<file path="src/rtl/join_match_unit_pkg.sv">
// Shared types and packet-field helpers for the JOIN matching unit.
// Input token layout is {MONO, PORT, TAG, DATA}; fired packets are {TAG, DATA_L, DATA_R}.
package join_match_unit_pkg;

  localparam int JMU_DATA_W = 16;
  localparam int JMU_TAG_W  = 6;
  localparam int JMU_DEPTH  = 16;

  typedef enum logic [1:0] {
    CLS_MONO,
    CLS_MATCH,
    CLS_DUP,
    CLS_STORE
  } join_cls_e;

  function automatic int in_pkt_size(input int tag_w, input int data_w);
    return 2 + tag_w + data_w;
  endfunction

  function automatic int out_pkt_size(input int tag_w, input int data_w);
    return tag_w + 2 * data_w;
  endfunction

  function automatic int mono_pos(input int tag_w, input int data_w);
    return 1 + tag_w + data_w;
  endfunction

  function automatic int port_pos(input int tag_w, input int data_w);
    return tag_w + data_w;
  endfunction

endpackage

</file>
<file path="src/rtl/join_match_unit_cam.sv">
// Waiting-operand CAM: parallel tag search with one-hot hit, lowest-free slot
// encoder, a write port into that slot and a free port for the hitting entry.
module join_cam #(
  parameter int DATA_W = 16,
  parameter int TAG_W  = 6,
  parameter int DEPTH  = 16,
  parameter int IDX_W  = $clog2(DEPTH)
) (
  input  logic              clk,
  input  logic              rst_n,
  input  logic [TAG_W-1:0]  i_lookup_tag,
  output logic              o_hit,
  output logic              o_hit_port,
  output logic [DATA_W-1:0] o_hit_data,
  output logic              o_free_any,
  input  logic              i_wr_en,
  input  logic              i_wr_port,
  input  logic [DATA_W-1:0] i_wr_data,
  input  logic              i_free_en
);

  logic [DEPTH-1:0]  r_valid;
  logic [DEPTH-1:0]  r_port;
  logic [TAG_W-1:0]  r_tag  [DEPTH];
  logic [DATA_W-1:0] r_data [DEPTH];

  logic [DEPTH-1:0]  w_hit_vec;
  logic              w_hit_port;
  logic [DATA_W-1:0] w_hit_data;
  logic [IDX_W-1:0]  w_free_idx;
  logic              w_free_any;

  // At most one entry per tag is ever valid, so OR-reducing the hit lanes is exact.
  always_comb begin
    w_hit_vec  = '0;
    w_hit_port = 1'b0;
    w_hit_data = '0;
    for (int i = 0; i < DEPTH; i++) begin
      if (r_valid[i] && (r_tag[i] == i_lookup_tag)) begin
        w_hit_vec[i] = 1'b1;
        w_hit_port   = w_hit_port | r_port[i];
        w_hit_data   = w_hit_data | r_data[i];
      end
    end
  end

  always_comb begin
    w_free_idx = '0;
    w_free_any = 1'b0;
    for (int i = DEPTH - 1; i >= 0; i--) begin
      if (!r_valid[i]) begin
        w_free_idx = IDX_W'(i);
        w_free_any = 1'b1;
      end
    end
  end

  always_ff @(posedge clk or negedge rst_n) begin
    if (!rst_n) begin
      r_valid <= '0;
      r_port  <= '0;
      for (int i = 0; i < DEPTH; i++) begin
        r_tag[i]  <= '0;
        r_data[i] <= '0;
      end
    end else if (i_wr_en && w_free_any) begin
      r_valid[w_free_idx] <= 1'b1;
      r_port[w_free_idx]  <= i_wr_port;
      r_tag[w_free_idx]   <= i_lookup_tag;
      r_data[w_free_idx]  <= i_wr_data;
    end else if (i_free_en) begin
      r_valid <= r_valid & ~w_hit_vec;
    end
  end

  assign o_hit      = |w_hit_vec;
  assign o_hit_port = w_hit_port;
  assign o_hit_data = w_hit_data;
  assign o_free_any = w_free_any;

endmodule

</file>
<file path="src/rtl/join_match_unit.sv">
// Two-operand JOIN unit: arbitrates internal/external tokens, matches pairs by
// tag through join_cam and holds fired packets in a registered output slot.
module join_match_unit
  import join_match_unit_pkg::*;
#(
  parameter int DATA_W = JMU_DATA_W,
  parameter int TAG_W  = JMU_TAG_W,
  parameter int DEPTH  = JMU_DEPTH
) (
  input  logic                       clk,
  input  logic                       rst_n,
  input  logic                       i_send_in_ex,
  output logic                       o_ack_out_ex,
  input  logic [TAG_W+DATA_W+1:0]    i_packet_in_external,
  input  logic                       i_send_in_in,
  output logic                       o_ack_out_in,
  input  logic [TAG_W+DATA_W+1:0]    i_packet_in_internal,
  output logic                       o_send_out,
  input  logic                       i_ack_in,
  output logic [TAG_W+2*DATA_W-1:0]  o_packet_out,
  output logic [$clog2(DEPTH):0]     o_occupancy,
  output logic                       o_err_dup
);

  localparam int IN_W     = in_pkt_size(TAG_W, DATA_W);
  localparam int OUT_W    = out_pkt_size(TAG_W, DATA_W);
  localparam int MONO_POS = mono_pos(TAG_W, DATA_W);
  localparam int PORT_POS = port_pos(TAG_W, DATA_W);
  localparam int OCC_W    = $clog2(DEPTH) + 1;
  localparam logic [OCC_W-1:0] OCC_FULL = OCC_W'(DEPTH);

  logic [IN_W-1:0]   w_sel_pkt;
  logic              w_sel_valid;
  logic              w_mono;
  logic              w_port;
  logic [TAG_W-1:0]  w_tag;
  logic [DATA_W-1:0] w_data;
  logic              w_hit;
  logic              w_hit_port;
  logic [DATA_W-1:0] w_hit_data;
  logic              w_free_any;
  join_cls_e         w_cls;
  logic              w_out_free;
  logic              w_can_accept;
  logic              w_take;
  logic              w_fire;
  logic [OUT_W-1:0]  w_fire_pkt;

  logic              r_send_out;
  logic [OUT_W-1:0]  r_packet_out;
  logic [OCC_W-1:0]  r_occ;
  logic              r_err_dup;

  // Internal tokens always win so loop-back traffic can never be starved by the ring.
  assign w_sel_valid = i_send_in_in | i_send_in_ex;
  assign w_sel_pkt   = i_send_in_in ? i_packet_in_internal : i_packet_in_external;
  assign w_mono      = w_sel_pkt[MONO_POS];
  assign w_port      = w_sel_pkt[PORT_POS];
  assign w_tag       = w_sel_pkt[DATA_W +: TAG_W];
  assign w_data      = w_sel_pkt[DATA_W-1:0];

  join_cam #(
    .DATA_W (DATA_W),
    .TAG_W  (TAG_W),
    .DEPTH  (DEPTH)
  ) u_cam (
    .clk          (clk),
    .rst_n        (rst_n),
    .i_lookup_tag (w_tag),
    .o_hit        (w_hit),
    .o_hit_port   (w_hit_port),
    .o_hit_data   (w_hit_data),
    .o_free_any   (w_free_any),
    .i_wr_en      (w_take && (w_cls == CLS_STORE)),
    .i_wr_port    (w_port),
    .i_wr_data    (w_data),
    .i_free_en    (w_take && (w_cls == CLS_MATCH))
  );

  always_comb begin
    w_cls = CLS_STORE;
    if (w_mono) begin
      w_cls = CLS_MONO;
    end else if (w_hit) begin
      w_cls = (w_port != w_hit_port) ? CLS_MATCH : CLS_DUP;
    end
  end

  // A fire may reuse the output slot on the very edge it drains.
  always_comb begin
    w_out_free   = !r_send_out || i_ack_in;
    w_can_accept = 1'b1;
    if ((w_cls == CLS_MONO) || (w_cls == CLS_MATCH)) begin
      w_can_accept = w_out_free;
    end else if (w_cls == CLS_STORE) begin
      w_can_accept = (r_occ < OCC_FULL) && w_free_any;
    end
  end

  assign w_take = rst_n && w_sel_valid && w_can_accept;
  assign w_fire = w_take && ((w_cls == CLS_MONO) || (w_cls == CLS_MATCH));

  always_comb begin
    w_fire_pkt = {w_tag, w_data, {DATA_W{1'b0}}};
    if (w_cls == CLS_MATCH) begin
      w_fire_pkt = w_hit_port ? {w_tag, w_data, w_hit_data}
                              : {w_tag, w_hit_data, w_data};
    end
  end

  always_ff @(posedge clk or negedge rst_n) begin
    if (!rst_n) begin
      r_send_out   <= 1'b0;
      r_packet_out <= '0;
      r_occ        <= '0;
      r_err_dup    <= 1'b0;
    end else begin
      if (w_fire) begin
        r_send_out   <= 1'b1;
        r_packet_out <= w_fire_pkt;
      end else if (i_ack_in) begin
        r_send_out   <= 1'b0;
      end
      if (w_take && (w_cls == CLS_STORE)) begin
        r_occ <= r_occ + OCC_W'(1);
      end else if (w_take && (w_cls == CLS_MATCH)) begin
        r_occ <= r_occ - OCC_W'(1);
      end
      if (w_take && (w_cls == CLS_DUP)) begin
        r_err_dup <= 1'b1;
      end
    end
  end

  assign o_ack_out_in = rst_n && i_send_in_in && w_can_accept;
  assign o_ack_out_ex = rst_n && !i_send_in_in && w_can_accept;
  assign o_send_out   = r_send_out;
  assign o_packet_out = r_packet_out;
  assign o_occupancy  = r_occ;
  assign o_err_dup    = r_err_dup;

endmodule
</file>
<file path="config.mk">
export PLATFORM = sky130hd
export DESIGN_NAME = join_match_unit
export DESIGN_NICKNAME = d
export VERILOG_FILES = /design/src/rtl/join_match_unit_pkg.sv /design/src/rtl/join_match_unit_cam.sv /design/src/rtl/join_match_unit.sv
export SDC_FILE = /design/constraint.sdc
export NUM_CORES = 1
export LEC_CHECK = 0
export BUFFER_PORTS_ARGS = -buffer_cell sky130_fd_sc_hd__clkbuf_2
export CORE_ASPECT_RATIO = 0.6
export CORE_MARGIN = 2
export CORE_UTILIZATION = 66
export CTS_CLUSTER_DIAMETER = 50
export DETAILED_ROUTE_END_ITERATION = 16
export PLACE_DENSITY = 0.85
export SLEW_MARGIN = 20
export SYNTH_ARGS = -nofsm -noshare
export SYNTH_HDL_FRONTEND = slang
export SYNTH_SLANG_ARGS = --single-unit
</file>
<file path="constraint.sdc">
create_clock -name clk -period 11.44 [get_ports clk]
set_clock_uncertainty 0.15 [all_clocks]
set_input_delay 2.288 -clock clk [delete_from_list [all_inputs] [get_ports clk]]
set_output_delay 2.288 -clock clk [all_outputs]
set_load 0.01 [all_outputs]
</file>
* Word-level counts from Yosys, hierarchy flattened
Index checks and enable logic that the tools add are counted.
** Word-level totals
- Register bits after elaboration :: 429
- Output and inout port bits :: 47
- Word-level logic and storage cells :: 242
** Cells by class
- $add $sub $neg :: 2
- Magnitude comparators :: 5
- Equal/unequal tests :: 20
- Muxes and demuxes :: 103
- Bitwise gates (word level) :: 35
- Reduce and logical (&&, ||, !) cells :: 39
** Operators by type and width (number)
- $mux W16 :: 19
- $bwmux W256 :: 1
- $or A16 B16 Y16 :: 16
- $bwmux W96 :: 1
- $eq A6 B6 Y1 :: 16
- $demux W16 S4 :: 1
- $mux W32 :: 2
- $mux W4 :: 16
- $mux W1 :: 53
- $logic_and A1 B1 Y1 :: 30
- $demux W6 S4 :: 1
- $mux W24 :: 1
- $and A16 B16 Y16 :: 1
- $bwmux W16 :: 1
- $not A16 Y16 :: 1
- $or A1 B1 Y1 :: 16
- $reduce_or A16 Y1 :: 1
- $mux W5 :: 2
- $mux W2 :: 3
- $mux W6 :: 1
- $reduce_bool A2 Y1 :: 3
- $add A5 B1 Y5 const B :: 1
- $ge A5 B5 Y1 const B :: 1
- $lt A4 B5 Y1 const B :: 1
- other kinds (12) :: 15

* Depth between registers and ports, before layout
- Depth after elaboration :: 45
- Depth in mapped cells :: 17

* Cells and area by module
From an unflattened synthesis, not the netlist that was laid out.
** Second synthesis, totals
- Cell total of the unflattened synthesis :: 1552
- Area, all modules :: 20188.1 sq um
** Modules (own cells, without submodules)
- join_cam :: instances 1, cells each 1301, area each 17525.6 sq um, sequential area each 9609.2 sq um
- join_match_unit :: instances 1, cells each 251, area each 2662.6 sq um, sequential area each 1126.1 sq um

* Least setup slack after synthesis
Ideal clock, no wire load.
- Path type :: input to output
- Start :: input i_send_in_in
- End :: output o_ack_out_ex
- Arrival :: 4916 ps
- Required time :: 9002 ps
- Slack :: 4086 ps
- Stages :: 11
- Cells stage by stage :: buf_12 mux2i_2 buf_6 xnor2_1 nor2_1 and4_1 a2111oi_0 and4b_1 xor2_1 o21ai_0 a211oi_1
** Between the ends
- Longest elaborated chain between the ends :: 42
- Elaborated cells on any way between the ends :: 94
- Those cells by class :: eq/ne (19); mux (38); bitwise (15); reduce/logical (22)
** RTL lines
- from (decl) :: RTL line join_match_unit.sv:15 : input logic i_send_in_in,
- $mux W24 :: RTL line join_match_unit.sv:56 : assign w_sel_pkt = i_send_in_in ? i_packet_in_internal : i_packet_in_external;
- $eq A6 B6 Y1 :: RTL line join_match_unit_cam.sv:39 : if (r_valid[i] && (r_tag[i] == i_lookup_tag)) begin
- $logic_and A1 B1 Y1 :: RTL line join_match_unit_cam.sv:39
- $mux W1 :: RTL line join_match_unit_cam.sv:39
- $or A1 B1 Y1 :: RTL line join_match_unit_cam.sv:41 : w_hit_port = w_hit_port | r_port[i];
- $mux W1 :: RTL line join_match_unit_cam.sv:39
- $or A1 B1 Y1 :: RTL line join_match_unit_cam.sv:41
- $mux W1 :: RTL line join_match_unit_cam.sv:39
- [... 26 more ...]
- $ne A1 B1 Y1 :: RTL line join_match_unit.sv:85 : w_cls = (w_port != w_hit_port) ? CLS_MATCH : CLS_DUP;
- $mux W2 :: RTL line join_match_unit.sv:85
- $mux W2 :: RTL line join_match_unit.sv:84 : end else if (w_hit) begin
- $mux W2 :: RTL line join_match_unit.sv:82 : if (w_mono) begin
- $eq A2 B2 Y1, or another cell as far along :: RTL line join_match_unit.sv:95 : end else if (w_cls == CLS_STORE) begin
- $mux W1 / $logic_or A1 B1 Y1 (equally long branches) :: RTL line join_match_unit.sv:95, join_match_unit.sv:93
- $mux W1 :: RTL line join_match_unit.sv:93 : if ((w_cls == CLS_MONO) || (w_cls == CLS_MATCH)) begin
- $logic_and A1 B1 Y1 (*) :: RTL line join_match_unit.sv:136 : assign o_ack_out_ex = rst_n && !i_send_in_in && w_can_accept;
- to (decl) :: RTL line join_match_unit.sv:13 : output logic o_ack_out_ex,
Every way passes the cells marked *; elsewhere a longest branch is shown, timed or not.

* Worst setup path after layout
Ends and elaborated chain as after synthesis.

==> summary.md <==
| Metric | Value |
|---|---|
| Root Buffer | `clkbuf_16` |
| Endpoint type of the worst setup path | `primary output` |
| Slew HR | `0.212` |
| Layout Utilization | `0.744` |
| Status | `finished clean` |
| Post-synth EDFFs | `0` |
| Antenna Nets Post-Route | `0` |
| Via/cell ratio | `6.85` |
| Final Slew Violations | `0` |
| Vias in the first global route | `14200` |
| Chip width | `232 um` |
| CP Max Fanout | `29` |
| Synthesized area per cell | `13.5 um^2` |
| Adder-cell share of the synthesized area | `0.00280` |
| Post-synthesis sequential area ratio | `0.522` |
| Reg2Reg Depth | `9` |
| Max-Cap Viols | `0` |
| Total Neg Setup Slack | `0 ns` |
| Final net count | `1639` |
| Period utilization | `0.797` |
| Port Buffers | `99` |
| Worst slew pin tran | `1.18 ns` |
| Hold Fails Final Rpt | `0` |
| Worst Hold Class | `reg -> reg` |
| R2r endpoint | `u_cam.r_data[221]` |
| Pwr Total | `4.41 mW` |
| Post-CTS Setup Inserts | `0` |
| PwrDens | `196 mW/mm^2` |
| Max Buffers Root-to-Sink | `3` |
| Area growth from synthesis to layout | `9.57%` |
| Initial antenna violation count | `0` |
| FF+latch area | `0.0107 mm^2` |
| Starting DRT DRC Count | `1576` |
| Overflow after GRT | `0` |
| Standard-cell rows | `49` |
| Crit path to | `o_ack_out_ex` |
| CTS Hold Buffers Added | `0` |
| Ys flop type | `dfrtp_1` |
| Die Area | `0.0326 mm^2` |
| Largest family of logic cells by synthesized area | `multiplexers` |
| Crit path DAT | `6.68 ns` |
| Post-CTS sizing | `0` |
| Worst skew pair latency | `0.56 ns` |
| Wirelength per Cell | `27.8 um` |
| Ports | `100` |
| Mux cell area share after synthesis | `0.252` |
| Htree depth | `2` |
| Die height | `141 um` |
| Worst hold slack | `0.337 ns` |
| Fmax | `110 MHz` |
| Total number of vias | `13900` |
| CTS clk-pin slew, worst paths | `0.06 ns` |
| DRT Wirelength | `56.2 mm` |
| Post-Synth Simple-Gate Area | `0.0626` |
| Synth Area in Compound Gates | `0.0803` |
| Footprint of the multi-input gates | `0.00909 mm^2` |
| FILL cells | `1871` |
| VDD IR max | `0.0990 mV` |
| Reg-to-reg critical path startpoint | `u_cam.r_tag[24]` |
| Initial Utilization | `0.679` |
| Number of distinct library cells after synthesis | `66` |
| Crit path launch type | `primary input` |
| CTS buffer count | `38` |
| DR pass1 iterations | `5` |
| Crit. Startpoint | `i_send_in_in` |
| Mapped Cells | `1518` |
| Net Count, Synth | `1575` |
| Number of remaining DRC errors | `0` |
| Lkg Pwr | `10.7 nW` |
| CTS tree | `yes` |
| Clk sink count | `429` |
| Core Area | `0.0303 mm^2` |
| Final setup fails | `0` |
| Synth Area in XOR/XNOR | `0.0430` |
| Synth warnings | `0` |
| RePlAce Congestion | `0.951` |
| Synth Register Bits | `429` |
| Post-Syn Area | `0.0206 mm^2` |
| Global Route Usage Sum | `0.351` |
| First-pass GRT wire length | `85.7 mm` |
| Setup CP Type | `in -> out` |
| Req. time, crit path | `9.00 ns` |
| Largest net degree at the start of global routing | `185` |
| Unrepaired setup endpoints after global routing | `no` |
| Detailed Place HPWL | `35.3 mm` |
| Post-synth ARST share | `1.00` |
| Flop-to-flop setup slack | `6.28 ns` |
| Min Tclk post-route | `9.11 ns` |
| Ratio of cells with drive above 1 in the final layout | `0.389` |
critical path, cell delays in order:
cell and delay [ns]:
clkbuf_2 0.48, mux2i_4 0.84, xnor2_1 0.21, nor4_1 0.10, and3_1 0.19, buf_4 0.23, a2111oi_0 0.50, and4b_2 0.72
xor2_1 0.43, o21ai_0 0.18, a211oi_1 0.28, clkbuf_2 0.17
synthesized netlist by cell type, types with 4 or more instances:
master | n | area share
and4_1 | 11 | 0.0047
o22a_1 | 16 | 0.0068
and3_1 | 15 | 0.0046
nor4_2 | 8 | 0.0049
xnor2_1 | 97 | 0.041
nand3_1 | 6 | 0.0015
a221oi_1 | 24 | 0.010
clkbuf_1 | 38 | 0.0069
buf_4 | 14 | 0.0051
inv_1 | 6 | 0.0011
a22oi_1 | 80 | 0.029
mux2_1 | 36 | 0.020
nor3_4 | 8 | 0.0063
nand4_1 | 14 | 0.0043
dfrtp_1 | 429 | 0.52
a22o_1 | 37 | 0.016
mux2_4 | 10 | 0.0073
o21ai_0 | 16 | 0.0039
mux2i_4 | 5 | 0.0055
mux2_2 | 373 | 0.20
buf_1 | 10 | 0.0018
buf_2 | 23 | 0.0056
a21o_1 | 4 | 0.0015
buf_6 | 28 | 0.015
a21oi_1 | 6 | 0.0015
xor2_1 | 4 | 0.0017
nand2_1 | 74 | 0.014
nor4_1 | 21 | 0.0064
mux2i_1 | 30 | 0.015
nor2_1 | 22 | 0.0040
area by class of cell:
type	instances	area share
antenna	2	0.000222
clock buffer	51	0.0470
clock inverter	19	0.0119
inverter	7	0.00117
multi-input combinational	968	0.403
sequential	429	0.477
tap	408	0.0227
timing repair buffer	138	0.0369
layer usage:
metal	GRT usage	share of wire	vias up
li1	-	-	5700
met1	0.516	0.43	7165
met2	0.493	0.41	839
met3	0.123	0.13	146
met4	0.0999	0.023	2
met5	0.0208	0.0017	-
report_power, final:
part | leakage (nW) | switching (mW) | internal, mW
logic | 4.30 | 0.487 | 0.457
registers | 5.76 | 0.246 | 1.84
clock network | 0.652 | 0.586 | 0.794
through the flow:
stage	std cells	setup slack [ns]	cell area, um^2
after floorplan	1518	4.09	20600
after global placement	1949	2.25	21200
after detailed placement	1949	2.07	21200
after CTS	2019	2.07	22500
after global routing	2020	2.01	22500
final	2022	2.33	22500
state kept, by name, indices dropped and copies added, names as in the netlist:
name           cells
o_packet_out      38
o_err_dup          1
o_send_out         1
u_cam.r_data     256
u_cam.r_tag       96
u_cam.r_valid     16
u_cam.r_port      16
o_occupancy        5
worst min path at each step:
stage,startpoint,end,cells past startpoint
finish,o_err_dup,o_err_dup,1
global route,o_err_dup,o_err_dup,1
CTS,o_err_dup,o_err_dup,1
detailed placement,o_err_dup,o_err_dup,1
global placement,o_err_dup,o_err_dup,1
floorplan,u_cam.r_port[15],u_cam.r_port[15],1
cells by family (layout without fill, tap and decap cells):
logic type                 count (synthesis)  count (layout)
DFF                                      429             429
AOI/OAI and AO/OA                        205             205
and+or+nand+nor                          203             203
buffers and inverters                    121             215
adders and majority gates                  4               4
muxes                                    455             455
other                                      0               2
xor gates and xnor gates                 101             101
layout by cell type (no fill, tap or decap), drive strengths merged, types with 4 or more instances in the layout:
cell,n
dfrtp,429
mux2,419
clkbuf,149
xnor2,97
a22oi,80
nand2,74
buf,40
a22o,37
mux2i,36
nor4,30
a221oi,24
nor2,22
o21ai,17
o22a,16
and3,16
nand4,16
nor3,13
and4,12
clkinv,10
inv,8
nand3,7
a21oi,6
bufinv,6
xor2,4
a21o,4
a2111oi,4
a211oi,4
Note: power is estimated with default switching activity, not from simulation.
